===== config.mk =====
export PLATFORM = sky130hd
export DESIGN_NAME = fpu_addsub_stream_flat
export DESIGN_NICKNAME = d
export VERILOG_FILES = /design/src/rtl/fpu_pkg.sv /design/src/rtl/fpu_addsub_stream_if.sv /design/src/rtl/fpu_result_fifo.sv /design/src/rtl/fpu_addsub_stream.sv /design/src/flat_wrapper.sv
export SDC_FILE = /design/constraint.sdc
export NUM_CORES = 1
export LEC_CHECK = 0
export ABC_AREA = 1
export CORE_MARGIN = 1
export CORE_UTILIZATION = 48
export CTS_BUF_LIST = sky130_fd_sc_hd__clkbuf_8
export DETAILED_ROUTE_END_ITERATION = 10
export PLACE_DENSITY = 0.87
export RECOVER_POWER = 100
export SLEW_MARGIN = 10
export SYNTH_ARGS = -nofsm -noshare
export SYNTH_HDL_FRONTEND = slang
export SYNTH_SLANG_ARGS = --single-unit

===== constraint.sdc =====
create_clock -name clk -period 3.9 [get_ports clk]
set_input_delay 1.17 -clock clk [delete_from_list [all_inputs] [get_ports clk]]
set_output_delay 1.17 -clock clk [all_outputs]
set_load 0.02 [all_outputs]

===== src/rtl/fpu_pkg.sv =====
// Shared constants and types for the single-precision add/sub stream front end.
// Field widths, flag bit positions and rounding-mode encodings used by the adder.
package fpu_pkg;

  localparam int EXP_W  = 8;
  localparam int MAN_W  = 23;
  localparam int WORD_W = 32;
  localparam int BIAS   = 127;
  localparam int FLAG_W = 5;
  localparam int RES_W  = WORD_W + FLAG_W;

  localparam int INVALID   = 4;
  localparam int OVERFLOW  = 3;
  localparam int UNDERFLOW = 2;
  localparam int INEXACT   = 1;
  localparam int ZERO      = 0;

  typedef enum logic [1:0] {
    RNE = 2'b00,
    RTZ = 2'b01,
    RUP = 2'b10,
    RDN = 2'b11
  } round_t;

  typedef struct packed {
    logic             sign;
    logic [EXP_W-1:0] exp;
    logic [MAN_W-1:0] man;
  } fp_t;

  typedef struct packed {
    fp_t               z;
    logic [FLAG_W-1:0] flags;
  } result_t;

endpackage


===== src/rtl/fpu_addsub_stream_if.sv =====
// Operand/result valid-ready stream between a command source and the add/sub front end.
// The block under control uses the slave view; the command source uses the master view.
interface fpu_addsub_stream_if;
  import fpu_pkg::*;

  logic              in_valid;
  logic              in_ready;
  logic [WORD_W-1:0] in_x;
  logic [WORD_W-1:0] in_y;
  logic              in_sub;
  logic [1:0]        in_round;

  logic              out_valid;
  logic              out_ready;
  logic [WORD_W-1:0] out_z;
  logic [FLAG_W-1:0] out_flags;

  modport slave (
    input  in_valid, in_x, in_y, in_sub, in_round, out_ready,
    output in_ready, out_valid, out_z, out_flags
  );

  modport master (
    output in_valid, in_x, in_y, in_sub, in_round, out_ready,
    input  in_ready, out_valid, out_z, out_flags
  );

endinterface


===== src/rtl/fpu_result_fifo.sv =====
// Synchronous result FIFO: registered storage, head entry visible combinationally.
// DEPTH must be a power of two so the pointers wrap naturally.
module fpu_result_fifo #(
  parameter int WIDTH = 37,
  parameter int DEPTH = 4
) (
  input  logic                   clk,
  input  logic                   rst,
  input  logic                   push,
  input  logic [WIDTH-1:0]       push_data,
  input  logic                   pop,
  output logic [WIDTH-1:0]       head,
  output logic [$clog2(DEPTH):0] count
);

  localparam int AW = $clog2(DEPTH);

  logic [WIDTH-1:0] mem [DEPTH];
  logic [AW-1:0]    wr_ptr;
  logic [AW-1:0]    rd_ptr;

  // Storage is cleared on reset so no stale entry can ever reach the head.
  always_ff @(posedge clk) begin
    if (!rst) begin
      wr_ptr <= '0;
      rd_ptr <= '0;
      count  <= '0;
      for (int i = 0; i < DEPTH; i++) mem[i] <= '0;
    end else begin
      if (push) begin
        mem[wr_ptr] <= push_data;
        wr_ptr      <= wr_ptr + AW'(1);
      end
      if (pop) rd_ptr <= rd_ptr + AW'(1);
      case ({push, pop})
        2'b10:   count <= count + ($clog2(DEPTH)+1)'(1);
        2'b01:   count <= count - ($clog2(DEPTH)+1)'(1);
        default: count <= count;
      endcase
    end
  end

  assign head = mem[rd_ptr];

  a_no_overflow: assert property (@(posedge clk) disable iff (!rst)
    !(push && !pop && count == ($clog2(DEPTH)+1)'(DEPTH)));
  a_no_underflow: assert property (@(posedge clk) disable iff (!rst)
    !(pop && count == '0));

endmodule


===== src/rtl/fpu_addsub_stream.sv =====
// Issue/collect front end for the fixed-latency single-precision adder/subtractor.
// Splits operands into S/E/M fields, tracks in-flight ops and buffers results in order.
module fpu_addsub_stream
  import fpu_pkg::*;
#(
  parameter int LATENCY    = 2,
  parameter int FIFO_DEPTH = 4
) (
  input  logic               clk,
  input  logic               rst,
  fpu_addsub_stream_if.slave stream,

  output logic               Sx,
  output logic               Sy,
  output logic [EXP_W-1:0]   Ex,
  output logic [EXP_W-1:0]   Ey,
  output logic [MAN_W-1:0]   Mx,
  output logic [MAN_W-1:0]   My,
  output logic               sub,
  output logic [1:0]         roundMode,

  input  logic               Sz,
  input  logic [EXP_W-1:0]   Ez,
  input  logic [MAN_W-1:0]   Mz_final,
  input  logic               invalid_flag,
  input  logic               overflow_flag,
  input  logic               underflow_flag,
  input  logic               inexact_flag,
  input  logic               zero_flag
);

  localparam int IF_W  = $clog2(LATENCY + 1);
  localparam int CNT_W = $clog2(FIFO_DEPTH) + 1;
  localparam int SUM_W = ((IF_W > CNT_W) ? IF_W : CNT_W) + 1;

  fp_t               x_p0;
  fp_t               y_p0;
  logic              sub_p0;
  round_t            rnd_p0;
  logic [LATENCY-1:0] vld_p;

  logic              accept;
  logic              push;
  logic              pop;
  logic [IF_W-1:0]   inflight;
  logic [CNT_W-1:0]  fifo_count;
  logic [SUM_W-1:0]  credit_used;
  logic [FLAG_W-1:0] flags_in;
  result_t           push_data;
  result_t           head;

  assign accept = stream.in_valid & stream.in_ready;

  // Stage p0: operand registers feeding the adder, held until the next accept.
  always_ff @(posedge clk) begin
    if (!rst) begin
      x_p0   <= '0;
      y_p0   <= '0;
      sub_p0 <= 1'b0;
      rnd_p0 <= RNE;
    end else if (accept) begin
      x_p0   <= fp_t'(stream.in_x);
      y_p0   <= fp_t'(stream.in_y);
      sub_p0 <= stream.in_sub;
      rnd_p0 <= round_t'(stream.in_round);
    end
  end

  assign {Sx, Ex, Mx} = x_p0;
  assign {Sy, Ey, My} = y_p0;
  assign sub          = sub_p0;
  assign roundMode    = rnd_p0;

  // Valid pipe mirrors the adder latency; its last stage marks adder outputs as valid.
  always_ff @(posedge clk) begin
    if (!rst) begin
      vld_p <= '0;
    end else begin
      vld_p[0] <= accept;
      for (int i = 1; i < LATENCY; i++) vld_p[i] <= vld_p[i-1];
    end
  end

  always_comb begin
    inflight = '0;
    for (int i = 0; i < LATENCY; i++) inflight = inflight + IF_W'(vld_p[i]);
  end

  // Every in-flight op owns a FIFO slot, so a push can never find the FIFO full.
  assign credit_used     = SUM_W'(inflight) + SUM_W'(fifo_count);
  assign stream.in_ready = rst & (credit_used < SUM_W'(FIFO_DEPTH));

  always_comb begin
    flags_in            = '0;
    flags_in[INVALID]   = invalid_flag;
    flags_in[OVERFLOW]  = overflow_flag;
    flags_in[UNDERFLOW] = underflow_flag;
    flags_in[INEXACT]   = inexact_flag;
    flags_in[ZERO]      = zero_flag;
  end

  // Stage p(LATENCY): capture adder result into the FIFO.
  assign push_data = {Sz, Ez, Mz_final, flags_in};
  assign push      = vld_p[LATENCY-1];
  assign pop       = stream.out_valid & stream.out_ready;

  fpu_result_fifo #(
    .WIDTH (RES_W),
    .DEPTH (FIFO_DEPTH)
  ) u_fifo (
    .clk       (clk),
    .rst       (rst),
    .push      (push),
    .push_data (push_data),
    .pop       (pop),
    .head      (head),
    .count     (fifo_count)
  );

  assign stream.out_valid = (fifo_count != '0);
  assign stream.out_z     = head.z;
  assign stream.out_flags = head.flags;

endmodule

===== src/flat_wrapper.sv =====
// flat-port wrapper written by rule: the top's interface ports become plain ports
module fpu_addsub_stream_flat import fpu_pkg::*;
#(
  parameter int LATENCY    = 2,
  parameter int FIFO_DEPTH = 4
)
  (clk, rst, Sx, Sy, Ex, Ey, Mx, My, sub, roundMode, Sz, Ez, Mz_final, invalid_flag, overflow_flag, underflow_flag, inexact_flag, zero_flag, stream_in_valid, stream_in_x, stream_in_y, stream_in_sub, stream_in_round, stream_out_ready, stream_in_ready, stream_out_valid, stream_out_z, stream_out_flags);
  fpu_addsub_stream_if stream_i ();
  input  logic clk;
  input  logic rst;
  output logic Sx;
  output logic Sy;
  output logic [EXP_W-1:0] Ex;
  output logic [EXP_W-1:0] Ey;
  output logic [MAN_W-1:0] Mx;
  output logic [MAN_W-1:0] My;
  output logic sub;
  output logic [1:0] roundMode;
  input  logic Sz;
  input  logic [EXP_W-1:0] Ez;
  input  logic [MAN_W-1:0] Mz_final;
  input  logic invalid_flag;
  input  logic overflow_flag;
  input  logic underflow_flag;
  input  logic inexact_flag;
  input  logic zero_flag;
  input wire logic [$bits(stream_i.in_valid)-1:0] stream_in_valid;
  input wire logic [$bits(stream_i.in_x)-1:0] stream_in_x;
  input wire logic [$bits(stream_i.in_y)-1:0] stream_in_y;
  input wire logic [$bits(stream_i.in_sub)-1:0] stream_in_sub;
  input wire logic [$bits(stream_i.in_round)-1:0] stream_in_round;
  input wire logic [$bits(stream_i.out_ready)-1:0] stream_out_ready;
  output wire logic [$bits(stream_i.in_ready)-1:0] stream_in_ready;
  output wire logic [$bits(stream_i.out_valid)-1:0] stream_out_valid;
  output wire logic [$bits(stream_i.out_z)-1:0] stream_out_z;
  output wire logic [$bits(stream_i.out_flags)-1:0] stream_out_flags;
  assign stream_i.in_valid = stream_in_valid;
  assign stream_i.in_x = stream_in_x;
  assign stream_i.in_y = stream_in_y;
  assign stream_i.in_sub = stream_in_sub;
  assign stream_i.in_round = stream_in_round;
  assign stream_i.out_ready = stream_out_ready;
  assign stream_in_ready = stream_i.in_ready;
  assign stream_out_valid = stream_i.out_valid;
  assign stream_out_z = stream_i.out_z;
  assign stream_out_flags = stream_i.out_flags;
  fpu_addsub_stream #(.LATENCY(LATENCY), .FIFO_DEPTH(FIFO_DEPTH)) u_core (.clk(clk), .rst(rst), .stream(stream_i), .Sx(Sx), .Sy(Sy), .Ex(Ex), .Ey(Ey), .Mx(Mx), .My(My), .sub(sub), .roundMode(roundMode), .Sz(Sz), .Ez(Ez), .Mz_final(Mz_final), .invalid_flag(invalid_flag), .overflow_flag(overflow_flag), .underflow_flag(underflow_flag), .inexact_flag(inexact_flag), .zero_flag(zero_flag));
endmodule

* After elaboration in Yosys (flattened, before gate mapping)
Memories as Yosys holds them, arrays and structs flattened. A register that Yosys moved wholly into a read port is not among the register bits.
Cells that the tools add are included.
** Word-level totals
- Flip-flop bits (word level) :: 76
- Bits in writable memories :: 148
- Bits of input ports :: 108
- Memories :: 1
** Cells by class
- Add/subtract/negate cells :: 6
- Order comparisons :: 1
- Equal/unequal tests :: 2
- Multiplexer cells :: 10
- Bitwise gates (word level) :: 3
- Reductions and logical operators :: 3
** Memory list
- u_core.u_fifo.mem :: depth 4, bits a word 37, read ports 1, clocked after Yosys merged registers in 1, wr ports 4, line fpu_result_fifo.sv:18 : logic [WIDTH-1:0] mem [DEPTH];
** Operators with widths (count)
- two-way mux 37 bit :: 1
- OR reduction 37 bit :: 1
- two-way mux 2 bit :: 3
- case mux 3 bit (2 select lines) :: 1
- two-way mux 1 bit :: 5
- adder 2 x 1 -> 2 bit, second input constant :: 2
- adder 2 x 3 -> 4 bit :: 1
- less-than comparator 4 x 3 -> 1 bit, second input constant :: 1
- adder 3 x 1 -> 3 bit, second input constant :: 1
- AND 1 bit :: 3
- nonzero test 3 bit :: 1
- subtractor 3 x 1 -> 3 bit, second input constant :: 1
- adder 1 x 1 -> 2 bit :: 1
- equality test 2 x 1 -> 1 bit, second input constant :: 1
- equality test 2 bit, second input constant :: 1
- nonzero test 2 bit :: 1

* Logic depth before layout (Yosys ltp)
- Depth in word-level cells :: 5
- Depth in mapped cells :: 12
- Depth with buffers taken out :: 12

* Modules after synthesis
From an unflattened synthesis, not the netlist that was laid out.
** Second synthesis, totals
- Cell total of the unflattened synthesis :: 1237
- Area, all modules :: 10633.9 um^2
** Modules (own cells, without submodules)
- fpu_result_fifo :: times used 1, cells an instance 647, area an instance 7070.5 um^2, sequential area each 4624.4 um^2
- fpu_addsub_stream :: times used 1, cells an instance 590, area an instance 3563.4 um^2, sequential area each 1381.3 um^2

* Least setup slack after synthesis
No wires, ideal clock.
- Path kind :: register -> register
- From :: reg u_core.u_fifo.wr_ptr[0]
- To :: mem u_core.u_fifo.mem[1][0] (enable)
- Setup time :: 483 ps
- Data arrival time :: 3332 ps
- Required time :: 3417 ps
- Path slack :: 85 ps
- Cell stages (with the launch flop) :: 6
- Clock period less this slack :: 3815 ps
- Cells stage by stage :: dfxtp_1 > inv_1 > nor2_1 > inv_1 > buf_2 > o21ai_0
** RTL lines
- start, declared :: line fpu_result_fifo.sv:19 : logic [AW-1:0] wr_ptr;
- start signal, assigned :: line fpu_result_fifo.sv:32 : wr_ptr <= wr_ptr + AW'(1);
- end, declared :: line fpu_result_fifo.sv:18

==> flow_summary.json <==
{
  "grt_max_degree": 79,
  "synth_top_family_by_area": "simple AND/OR/NAND/NOR gates",
  "synthXorXnorAreaFrac_pct": 0.08567,
  "holdBufCountCts": 0,
  "grt.busiest_layer": "met2",
  "yosysTopAreaCell": "edfxtp_1",
  "yosysWarningCount": 0,
  "outcome": "finished, violations left",
  "drc": 0,
  "setup_slack_ns": 0.2204,
  "path_clk_slew_ns": 0.06,
  "r2r_slack_ns": 0.89,
  "fin_nets": 1510,
  "clock.fmax_mhz": 271.8,
  "timing.max_slew.rel_slack_pct": -6.839,
  "required_ns": 2.73,
  "slew_viol_final": 79,
  "tritoncts": "built",
  "worstHoldPathType": "reg2reg",
  "total_power_w": 0.006705,
  "wl_mm": 26.46,
  "port_buffers": 213,
  "clockRootBuffer": "clkbuf_8",
  "path_delay_family": "buffers and inverters",
  "startpoint_type": "flop",
  "clock-sinks": 226,
  "postCtsSetupRepairBufs": 0,
  "grt_use_met1_pct": 28.17,
  "power_per_cell_area_nw_per_um2": 508.4,
  "netlist_area_um2": 10220,
  "clockBufferDepth": 3,
  "crit_buf_inv": 3,
  "grt_overflow": 0,
  "synthMuxAreaShare_pct": 0,
  "grt_pass1_vias": 8633,
  "worst-path-max-fanout": 14,
  "antenna_found_initial": 1,
  "seq_area_frac_synth_pct": 58.74,
  "io_pins": 214,
  "post_cts_resize_count": 0,
  "detail_route.first_pass.iterations": 5,
  "post-place-ws_ns": 0.6249,
  "path_class": "reg2out",
  "fin_util_pct": 62.94,
  "violations": "capacitance limit, slew limit",
  "tns_ns": 0,
  "via_count": 8655,
  "drtIter0Drc": 601,
  "synth_seq_cells": 226,
  "layout_min_cycle_time_ns": 3.680,
  "hold_violations": 0,
  "slowest_delay_ns": 0.72,
  "synth_area_leaders": "edfxtp_1 (43%), dfxtp_1 (15%), nor2_1 (9.5%)",
  "cts_inserted_buffers": 38,
  "period_share_pct": 94.35,
  "n_fill_cell": 1706,
  "synth-compound-area-share_pct": 6.401,
  "synth_simple_gate_area_share_pct": 21.40,
  "core_area_um2": 20960,
  "clock_latency_ns": 0.54,
  "hpwl_mm": 15.80,
  "rsz0062_at_grt": "false",
  "wl_per_cell_um": 15.53,
  "ir_drop_uv": 306.9,
  "p_leak_nw": 6.132,
  "met2_usage_pct": 41.91,
  "drt-vias-per-instance": 5.082,
  "grt_use_total_pct": 24.45,
  "h-tree-depth": 2,
  "hold-worst-slack_ns": 0.4367,
  "tightest_slew_ns": 1.603,
  "slowest_stage": "dlygate4sd3_1",
  "setup_viol": 0,
  "syn_avg_cell_area_um2": 8.463,
  "die_area_um2": 21890,
  "drive_above_1_share_pct": 5.182,
  "syn_to_final_growth_pct": 29.01,
  "die_x_um": 147.9,
  "ys_types": 24,
  "finClkSkew_ns": 0.01317,
  "synthAdderAreaFrac_pct": 0.4406,
  "critPathArrivalTime_ns": 2.51,
  "gp_congestion": 0.8003,
  "grt_pass1_wl_mm": 42.07,
  "synth_top_area_share_pct": 43.47,
  "use_met3_pct": 8.117,
  "ant_nets": 0,
  "crit_chain": "inv_1 -> buf_4 -> o21ai_0 -> o22ai_1 -> dlygate4sd3_1",
  "die_h_um": 147.9,
  "placementRows": 53,
  "syn-instance-count": 1208,
  "insertedDiodeCount": 0,
  "end_kind": "output pin",
  "initial_core_util_pct": 48.79,
  "cap_violations": 1,
  "syn_nets": 1319
}
[logic make-up after synthesis]
| logic type | count (synthesis) |
|---|---|
| AOI/OAI and AO/OA | 121 |
| xor gates and xnor gates | 1 |
| adders and majority gates | 3 |
| buffers and inverters | 336 |
| DFF | 226 |
| and+or+nand+nor | 521 |
[worst reg2reg max path, cell delays in order, from the launching register on]
cell and delay (ns):
dfxtp_1 0.36, nor2_1 0.09, clkbuf_2 0.74, nand3_2 0.46, buf_2 0.92, nand2_1 0.17
inv_1 0.11, nor2_1 0.06
[layer usage]
metal	up-vias	routed length [um]
met2	413	12930
li1	4204	-
met4	2	805
met3	63	2836
met1	3973	9867
met5	-	16
[state kept, by name, indices dropped and copies added, names as in the netlist, 2 cells and up, named ones only]
signal and count:
u_core.u_fifo.rd_ptr 2, u_core.u_fifo.count 3, u_core.My 23, u_core.Mx 23, u_core.u_fifo.mem 148, u_core.Ey 8, u_core.u_fifo.wr_ptr 2, u_core.Ex 8
u_core.roundMode 2, u_core.vld_p 2
[synthesized netlist by cell type]
| cell | count |
|---|---|
| nor2_1 | 260 |
| o22ai_1 | 37 |
| ha_1 | 2 |
| o31ai_1 | 1 |
| nand3_2 | 1 |
| a21oi_1 | 5 |
| o21ai_0 | 78 |
| dfxtp_1 | 78 |
| nand3_1 | 2 |
| clkbuf_1 | 30 |
| nand2_1 | 152 |
| nand4_1 | 67 |
| nor3_1 | 37 |
| xor2_1 | 1 |
| fa_1 | 1 |
| buf_4 | 1 |
| buf_6 | 3 |
| buf_1 | 20 |
| buf_2 | 27 |
| or2_2 | 1 |
| inv_1 | 245 |
| edfxtp_1 | 148 |
| nor2_4 | 1 |
| inv_2 | 10 |
[worst paths after layout]
check / to / depth (start not counted) / start
hold reg to reg: u_core.vld_p[1] / 2 / u_core.vld_p[0]
hold / removal: u_core.vld_p[1] / 2 / u_core.vld_p[0]
setup / recovery: stream_out_flags[4] / 5 / flop
setup reg to reg: u_core.My[12] / 7 / u_core.u_fifo.count[2]
[where the power goes]
group	switching, W	internal [W]
Combinational	0.00118	0.000742
Clock	0.000949	0.00104
Sequential	0.0000741	0.00272
[cell type report]
type,count,area [um^2],area share [%]
well taps,275,344.1,2.609
flip-flops and latches,226,6007,45.55
multi-input cells,646,2897,21.96
repair buffers,232,2276,17.26
clock inverters,28,143.9,1.091
clock buffers,41,564.3,4.279
inverters,255,957.2,7.257
[through the flow]
stage | std cells | cell area, um^2
floorplan | 1208 | 10220
global placement | 1634 | 12530
detailed placement | 1634 | 12530
CTS | 1703 | 13240
global route | 1703 | 13190
finish | 1703 | 13190
[placed cells by master, fill, tap and decap left out]
cell	n
clkbuf_8	41
nor2_1	261
o22ai_1	37
nor3_1	37
dfxtp_1	77
clkinvlp_4	1
nand4_1	67
nand2_2	3
edfxtp_1	148
nand3_2	1
buf_4	9
nand2_1	149
nand3_1	2
xor2_1	1
a21oi_1	5
o21ai_0	78
buf_12	2
inv_2	3
clkbuf_2	4
clkdlybuf4s50_1	107
dfxtp_2	1
ha_1	2
or2_2	1
inv_1	264
clkinv_2	1
inv_8	1
dlygate4sd3_1	104
clkbuf_4	3
bufinv_16	1
clkbuf_1	1
fa_1	1
buf_2	2
clkinv_1	12
o31ai_1	1
Note: power is estimated with default switching activity, not from simulation.
